<file path="src/rtl/multicycle_ctrl.sv">
// Multi-cycle control FSM for the RV32I core: sequences ALU, memory port, IR and register file.
// Optional retire counter enabled by defining MC_RETIRE_CNT_EN.
module multicycle_ctrl #(
  parameter int DATA_WIDTH = 32,
  parameter int CNT_WIDTH  = 32
) (
  input  logic                  clk,
  input  logic                  rst_n,
  input  logic [DATA_WIDTH-1:0] instr,
  input  logic                  EQ,
  input  logic                  mem_ready,
  output logic                  PCWrite,
  output logic                  AdrSrc,
  output logic                  MemRead,
  output logic                  MemWrite,
  output logic                  IRWrite,
  output logic                  RegWrite,
  output logic [1:0]            ResultSrc,
  output logic [1:0]            ALUSrcA,
  output logic [1:0]            ALUSrcB,
  output logic [3:0]            ALUctrl,
  output logic [2:0]            ImmSrc,
  output logic                  illegal,
  output logic [3:0]            state_dbg,
  output logic [CNT_WIDTH-1:0]  retired
);

  typedef enum logic [3:0] {
    S_FETCH  = 4'd0,
    S_DECODE = 4'd1,
    S_MEMADR = 4'd2,
    S_MEMRD  = 4'd3,
    S_MEMWB  = 4'd4,
    S_MEMWR  = 4'd5,
    S_EXECR  = 4'd6,
    S_EXECI  = 4'd7,
    S_ALUWB  = 4'd8,
    S_BRANCH = 4'd9,
    S_JAL    = 4'd10
  } state_t;

  localparam logic [6:0] OP_LW  = 7'b0000011;
  localparam logic [6:0] OP_SW  = 7'b0100011;
  localparam logic [6:0] OP_R   = 7'b0110011;
  localparam logic [6:0] OP_I   = 7'b0010011;
  localparam logic [6:0] OP_BR  = 7'b1100011;
  localparam logic [6:0] OP_JAL = 7'b1101111;

  localparam logic [3:0] ALU_ADD = 4'b0000;
  localparam logic [3:0] ALU_SUB = 4'b0001;
  localparam logic [3:0] ALU_AND = 4'b0010;
  localparam logic [3:0] ALU_OR  = 4'b0011;
  localparam logic [3:0] ALU_XOR = 4'b0100;
  localparam logic [3:0] ALU_SLT = 4'b0101;
  localparam logic [3:0] ALU_SLL = 4'b0110;
  localparam logic [3:0] ALU_SRL = 4'b0111;
  localparam logic [3:0] ALU_SRA = 4'b1000;

  localparam logic [2:0] IMM_I = 3'b000;
  localparam logic [2:0] IMM_S = 3'b001;
  localparam logic [2:0] IMM_B = 3'b010;
  localparam logic [2:0] IMM_J = 3'b011;

  state_t     state, next_state;
  logic [6:0] op;
  logic [2:0] funct3;
  logic       funct7_5;
  logic       retire;
  logic       unused_instr_bits;

  assign op       = instr[6:0];
  assign funct3   = instr[14:12];
  assign funct7_5 = instr[30];
  assign unused_instr_bits = ^{instr[DATA_WIDTH-1:31], instr[29:15], instr[11:7]};
  assign state_dbg = state;

  // funct7_5 picks SUB only for register ops; for immediates it only selects SRA
  function automatic logic [3:0] alu_decode(input logic [2:0] f3, input logic alt, input logic is_reg);
    case (f3)
      3'b000:  return (is_reg && alt) ? ALU_SUB : ALU_ADD;
      3'b111:  return ALU_AND;
      3'b110:  return ALU_OR;
      3'b100:  return ALU_XOR;
      3'b010:  return ALU_SLT;
      3'b001:  return ALU_SLL;
      3'b101:  return alt ? ALU_SRA : ALU_SRL;
      default: return ALU_ADD;
    endcase
  endfunction

  always_ff @(posedge clk or negedge rst_n) begin
    if (!rst_n) state <= S_FETCH;
    else        state <= next_state;
  end

  always_comb begin
    next_state = state;
    PCWrite    = 1'b0;
    AdrSrc     = 1'b0;
    MemRead    = 1'b0;
    MemWrite   = 1'b0;
    IRWrite    = 1'b0;
    RegWrite   = 1'b0;
    ResultSrc  = 2'b00;
    ALUSrcA    = 2'b00;
    ALUSrcB    = 2'b00;
    ALUctrl    = ALU_ADD;
    ImmSrc     = IMM_I;
    illegal    = 1'b0;
    retire     = 1'b0;
    case (state)
      S_FETCH: begin
        MemRead   = 1'b1;
        ALUSrcB   = 2'b10;
        ResultSrc = 2'b10;
        if (mem_ready) begin
          IRWrite    = 1'b1;
          PCWrite    = 1'b1;
          next_state = S_DECODE;
        end
      end
      S_DECODE: begin
        ALUSrcA = 2'b01;
        ALUSrcB = 2'b01;
        ImmSrc  = (op == OP_JAL) ? IMM_J : IMM_B;
        case (op)
          OP_LW, OP_SW: next_state = S_MEMADR;
          OP_R:         next_state = S_EXECR;
          OP_I:         next_state = S_EXECI;
          OP_BR:        next_state = S_BRANCH;
          OP_JAL:       next_state = S_JAL;
          default: begin
            illegal    = 1'b1;
            next_state = S_FETCH;
          end
        endcase
      end
      S_MEMADR: begin
        ALUSrcA    = 2'b10;
        ALUSrcB    = 2'b01;
        ImmSrc     = (op == OP_SW) ? IMM_S : IMM_I;
        next_state = (op == OP_SW) ? S_MEMWR : S_MEMRD;
      end
      S_MEMRD: begin
        MemRead = 1'b1;
        AdrSrc  = 1'b1;
        if (mem_ready) next_state = S_MEMWB;
      end
      S_MEMWB: begin
        ResultSrc  = 2'b01;
        RegWrite   = 1'b1;
        retire     = 1'b1;
        next_state = S_FETCH;
      end
      S_MEMWR: begin
        MemWrite = 1'b1;
        AdrSrc   = 1'b1;
        if (mem_ready) begin
          retire     = 1'b1;
          next_state = S_FETCH;
        end
      end
      S_EXECR: begin
        ALUSrcA    = 2'b10;
        ALUctrl    = alu_decode(funct3, funct7_5, 1'b1);
        next_state = S_ALUWB;
      end
      S_EXECI: begin
        ALUSrcA    = 2'b10;
        ALUSrcB    = 2'b01;
        ALUctrl    = alu_decode(funct3, funct7_5, 1'b0);
        next_state = S_ALUWB;
      end
      S_ALUWB: begin
        RegWrite   = 1'b1;
        retire     = 1'b1;
        next_state = S_FETCH;
      end
      S_BRANCH: begin
        ALUSrcA    = 2'b10;
        ALUctrl    = ALU_SUB;
        next_state = S_FETCH;
        case (funct3)
          3'b000: begin PCWrite = EQ;  retire = 1'b1; end
          3'b001: begin PCWrite = !EQ; retire = 1'b1; end
          default: illegal = 1'b1;
        endcase
      end
      S_JAL: begin
        ALUSrcA    = 2'b01;
        ALUSrcB    = 2'b10;
        PCWrite    = 1'b1;
        RegWrite   = 1'b1;
        retire     = 1'b1;
        next_state = S_FETCH;
      end
      default: next_state = S_FETCH;
    endcase
    // Reset silences every output immediately so an abandoned access cannot complete
    if (!rst_n) begin
      PCWrite   = 1'b0;
      AdrSrc    = 1'b0;
      MemRead   = 1'b0;
      MemWrite  = 1'b0;
      IRWrite   = 1'b0;
      RegWrite  = 1'b0;
      ResultSrc = 2'b00;
      ALUSrcA   = 2'b00;
      ALUSrcB   = 2'b00;
      ALUctrl   = ALU_ADD;
      ImmSrc    = IMM_I;
      illegal   = 1'b0;
      retire    = 1'b0;
    end
  end

`ifdef MC_RETIRE_CNT_EN
  always_ff @(posedge clk or negedge rst_n) begin
    if (!rst_n)      retired <= '0;
    else if (retire) retired <= retired + CNT_WIDTH'(1);
  end
`else
  logic unused_retire;
  assign unused_retire = retire;
  assign retired = '0;
`endif

endmodule
</file>
<file path="config.mk">
export PLATFORM = sky130hd
export DESIGN_NAME = multicycle_ctrl
export DESIGN_NICKNAME = d
export VERILOG_FILES = /design/src/rtl/multicycle_ctrl.sv
export SDC_FILE = /design/constraint.sdc
export NUM_CORES = 1
export LEC_CHECK = 0
export ABC_AREA = 0
export CELL_PAD_IN_SITES_DETAIL_PLACEMENT = 1
export CELL_PAD_IN_SITES_GLOBAL_PLACEMENT = 1
export CORE_ASPECT_RATIO = 1.2
export CORE_MARGIN = 2
export CORE_UTILIZATION = 18
export DETAILED_ROUTE_END_ITERATION = 8
export HOLD_SLACK_MARGIN = 0.1
export PLACE_DENSITY = 0.86
export SYNTH_ARGS = -nofsm -noshare
export SYNTH_HDL_FRONTEND = slang
export SYNTH_SLANG_ARGS = --single-unit
</file>
<file path="constraint.sdc">
create_clock -name clk -period 1.87 [get_ports clk]
set_input_delay 0.2805 -clock clk [delete_from_list [all_inputs] [get_ports clk]]
set_output_delay 0.2805 -clock clk [all_outputs]
set_load 0.03 [all_outputs]
</file>
==> impl_metrics.csv <==
group,metric,value,unit
detailed_routing,drc_errors,0,
clock_tree,clk_pin_slew,30,ps
placement,numPortBuffers,37,
clock_tree,clkLatencyLatePin,210,ps
clock_tree,cts_max_level,1,
floorplanning,die_width,69.9,µm
detailed_routing,drt_iter0_markers,18,
yosys,syn_area_per_cell,6.85,µm²
floorplanning,dieArea,5810,µm²
floorplanning,die_y,83.1,µm
cells_and_area,final_cell_mix,"buf_4 (41), conb_1 (33), nor2_1 (14)",
setup_path,cp_cell_sequence,"clkdlybuf4s50_1, nor2b_4, nand3_2, buf_6, nor3b_2, buf_4",
power_and_ir_drop,power_leakage,0.730,nW
setup_path,cpLargestDelayFamily,"buffers and inverters",
sta,grt_setup_unrepaired,"true",
floorplanning,initial_core_util,18.9,%
cells_and_area,syn2layout_area_growth,60.7,%
sta,hold_viol,0,
global_route,grtUsageTotal,10.6,%
setup_path,critPathBufInv,3,
yosys,synthCells,137,
sta,max_freq,0.541,GHz
yosys,ys_seq_area_share,10.7,%
setup_path,slowest_stage,"clkdlybuf4s50_1",
clock_tree,cts_buffers,3,
clock_tree,clk_path_buf_depth,2,
run_status,status,"completed",
clock_tree,cts_root_buf,"clkbuf_8",
setup_path,cp.required,1590,ps
power_and_ir_drop,share_comb_of_total_power,54.4,%
cells_and_area,drive_above_1_share,36.6,%
clock_tree,cts.sinks,4,
cells_and_area,final_nets,232,
sta,maxSlewViolCount,0,
global_route,grt_first_pass_wirelength,5140,µm
yosys,yosys_warnings,0,
power_and_ir_drop,swShare,44.1,%
detailed_routing,wl,3160,µm
power_and_ir_drop,intPower,0.338,mW
yosys,netlist-cell-type-count,40,
sta,setup_ws,20.2,ps
power_and_ir_drop,p_seq_share,16.6,%
sta,setup-tns-final,0,ps
placement,dpl.hpwl,2480,µm
yosys,synth_seq_cells,4,
detailed_routing,firstDrtPassIters,2,
placement,dp_slack,-119,ps
power_and_ir_drop,p_switching,0.267,mW
setup_path,startpoint_type,"input pin",
detailed_routing,post_drt_wl_per_cell,12.4,µm
setup_path,critPathArrivalTime,1570,ps
sta,period_minus_slack,1850,ps
detailed_routing,ant_nets,0,
detailed_routing,vias,1099,
global_route,grt-ovfl-total,0,
cells_and_area,mostFrequentLayoutCell,"buf_4",
power_and_ir_drop,power_density,401,nW/µm²
floorplanning,ioPinCount,92,
job,cap_violations,0,
yosys,synth_area,938,µm²
global_route,grt_antenna_before_repair,0,
floorplanning,fp-row-count,28,
sta,setup-violations-final,0,
setup_path,crit_path_max_incr_delay,500,ps
setup_path,worstSetupPathType,"input pin to output pin",
cells_and_area,largest_reg_flops,4,
cells_and_area,fin_cells,254,
setup_path,crit_path_end_kind,"output pin",
sta,clock_skew,0.808,ps
power_and_ir_drop,peakVddDrop,0.171,mV
min_path,min_path_type,"input pin to async pin",
setup_path,cp_max_fo,3,
placement,dp.cells,245,
clock_tree,cts_tree,"done",
placement,gp_congestion,0.760,
power_and_ir_drop,clockPowerShare,29.0,%
cells_and_area,antennaDiodeCount,0,
sta,post-route-period-util,98.9,%
global_route,grt_pass1_vias,1084,
detailed_routing,via_per_inst,4.33,
floorplanning,core-area,4970,µm²
global_route,grt_start_max_net_pins,14,
-- repair_timing --
item                                    CTS  global route
setup buffers                             0             6
gates resized for setup                  16            15
pin swaps                                 3             4
endpoints found under the setup margin   10            13
hold buffers                              0             0
hold endpoints to repair                  0             0
-- synth_stat cells (all sizes together) --
cell | instances | area share (%)
a2111oi | 1 | 0.93
a21boi | 1 | 0.80
a21oi | 7 | 3.7
a22o | 2 | 1.9
a22oi | 3 | 2.4
a31oi | 1 | 0.67
a41oi | 1 | 0.93
and2 | 1 | 0.67
and3 | 1 | 0.67
buf | 37 | 29
clkbuf | 2 | 0.80
conb | 1 | 0.40
dfrtp | 4 | 11
inv | 4 | 1.6
mux2i | 2 | 2.1
nand2 | 7 | 2.8
nand2b | 5 | 4.1
nand3 | 1 | 0.53
nand3b | 3 | 2.4
nand4b | 1 | 0.93
nand4bb | 1 | 1.2
nor2 | 16 | 6.4
nor2b | 5 | 3.3
nor3 | 10 | 5.3
nor3b | 2 | 1.6
nor4 | 1 | 0.67
o2111ai | 1 | 0.93
o21a | 1 | 0.80
o21ai | 6 | 3.2
o311a | 1 | 1.1
o31a | 1 | 0.93
o31ai | 1 | 0.80
or3b | 1 | 0.93
or4 | 1 | 0.80
xnor2 | 2 | 1.9
xor2 | 2 | 1.9
-- metrics by stage --
stage / utilization [%] / power (mW) / instance area, µm² / hold slack (ps)
floorplan: - / 0.358 / 1090 / -15.1
global placement: 27.0 / 0.410 / 1350 / 622
detailed placement: 27.0 / 0.415 / 1350 / 612
CTS: 28.4 / 0.594 / 1410 / 393
global route: 30.3 / 0.641 / 1510 / 413
finish: 30.3 / 0.605 / 1510 / 400
-- power groups by stage --
stage	clock network [mW]	logic, mW	registers, mW
after floorplan	0	0.256	0.102
after global placement	0	0.306	0.104
after detailed placement	0	0.312	0.104
after CTS	0.179	0.311	0.104
after global routing	0.186	0.352	0.102
final	0.175	0.329	0.100
-- layer usage --
metal | wire length [µm] | vias to the layer above | global-route usage (%)
li1 | - | 525 | -
met1 | 1230 | 526 | 12.1
met2 | 1700 | 46 | 20.2
met3 | 216 | 2 | 1.94
met4 | 11 | 0 | 2.10
met5 | 0 | - | 0
-- final cells by class --
type                            count  area, µm²
Fill cell                         633       3470
Multi-Input combinational cell    122        763
Timing Repair Buffer               61        508
Sequential cell                     4        105
Tap cell                           60       75.1
Clock buffer                        3       41.3
Inverter                            4       15.0
-- final timing paths --
| path | to | slack, ps | cells past startpoint | from |
|---|---|---|---|---|
| max | ALUctrl[3] | 20 | 6 | rst_n |
| min | state_dbg[3] | 400 | 2 | rst_n |
| max reg2reg | state_dbg[0] | 350 | 4 | state_dbg[1] |
| min reg2reg | state_dbg[0] | 610 | 1 | state_dbg[3] |
| max in group asynchronous | state_dbg[1] | 1340 | 2 | rst_n |
| min in group clk | state_dbg[2] | 550 | 5 | instr[6] |
-- cells by family after synthesis --
kind of cell	share of synthesized area (%)
compound gates	19.1
xor+xnor	3.73
buf+inv	31.6
flops	10.7
mux	2.13
other cells	0.400
simple gates	32.4
No activity file was read; power rests on OpenSTA's default activity.
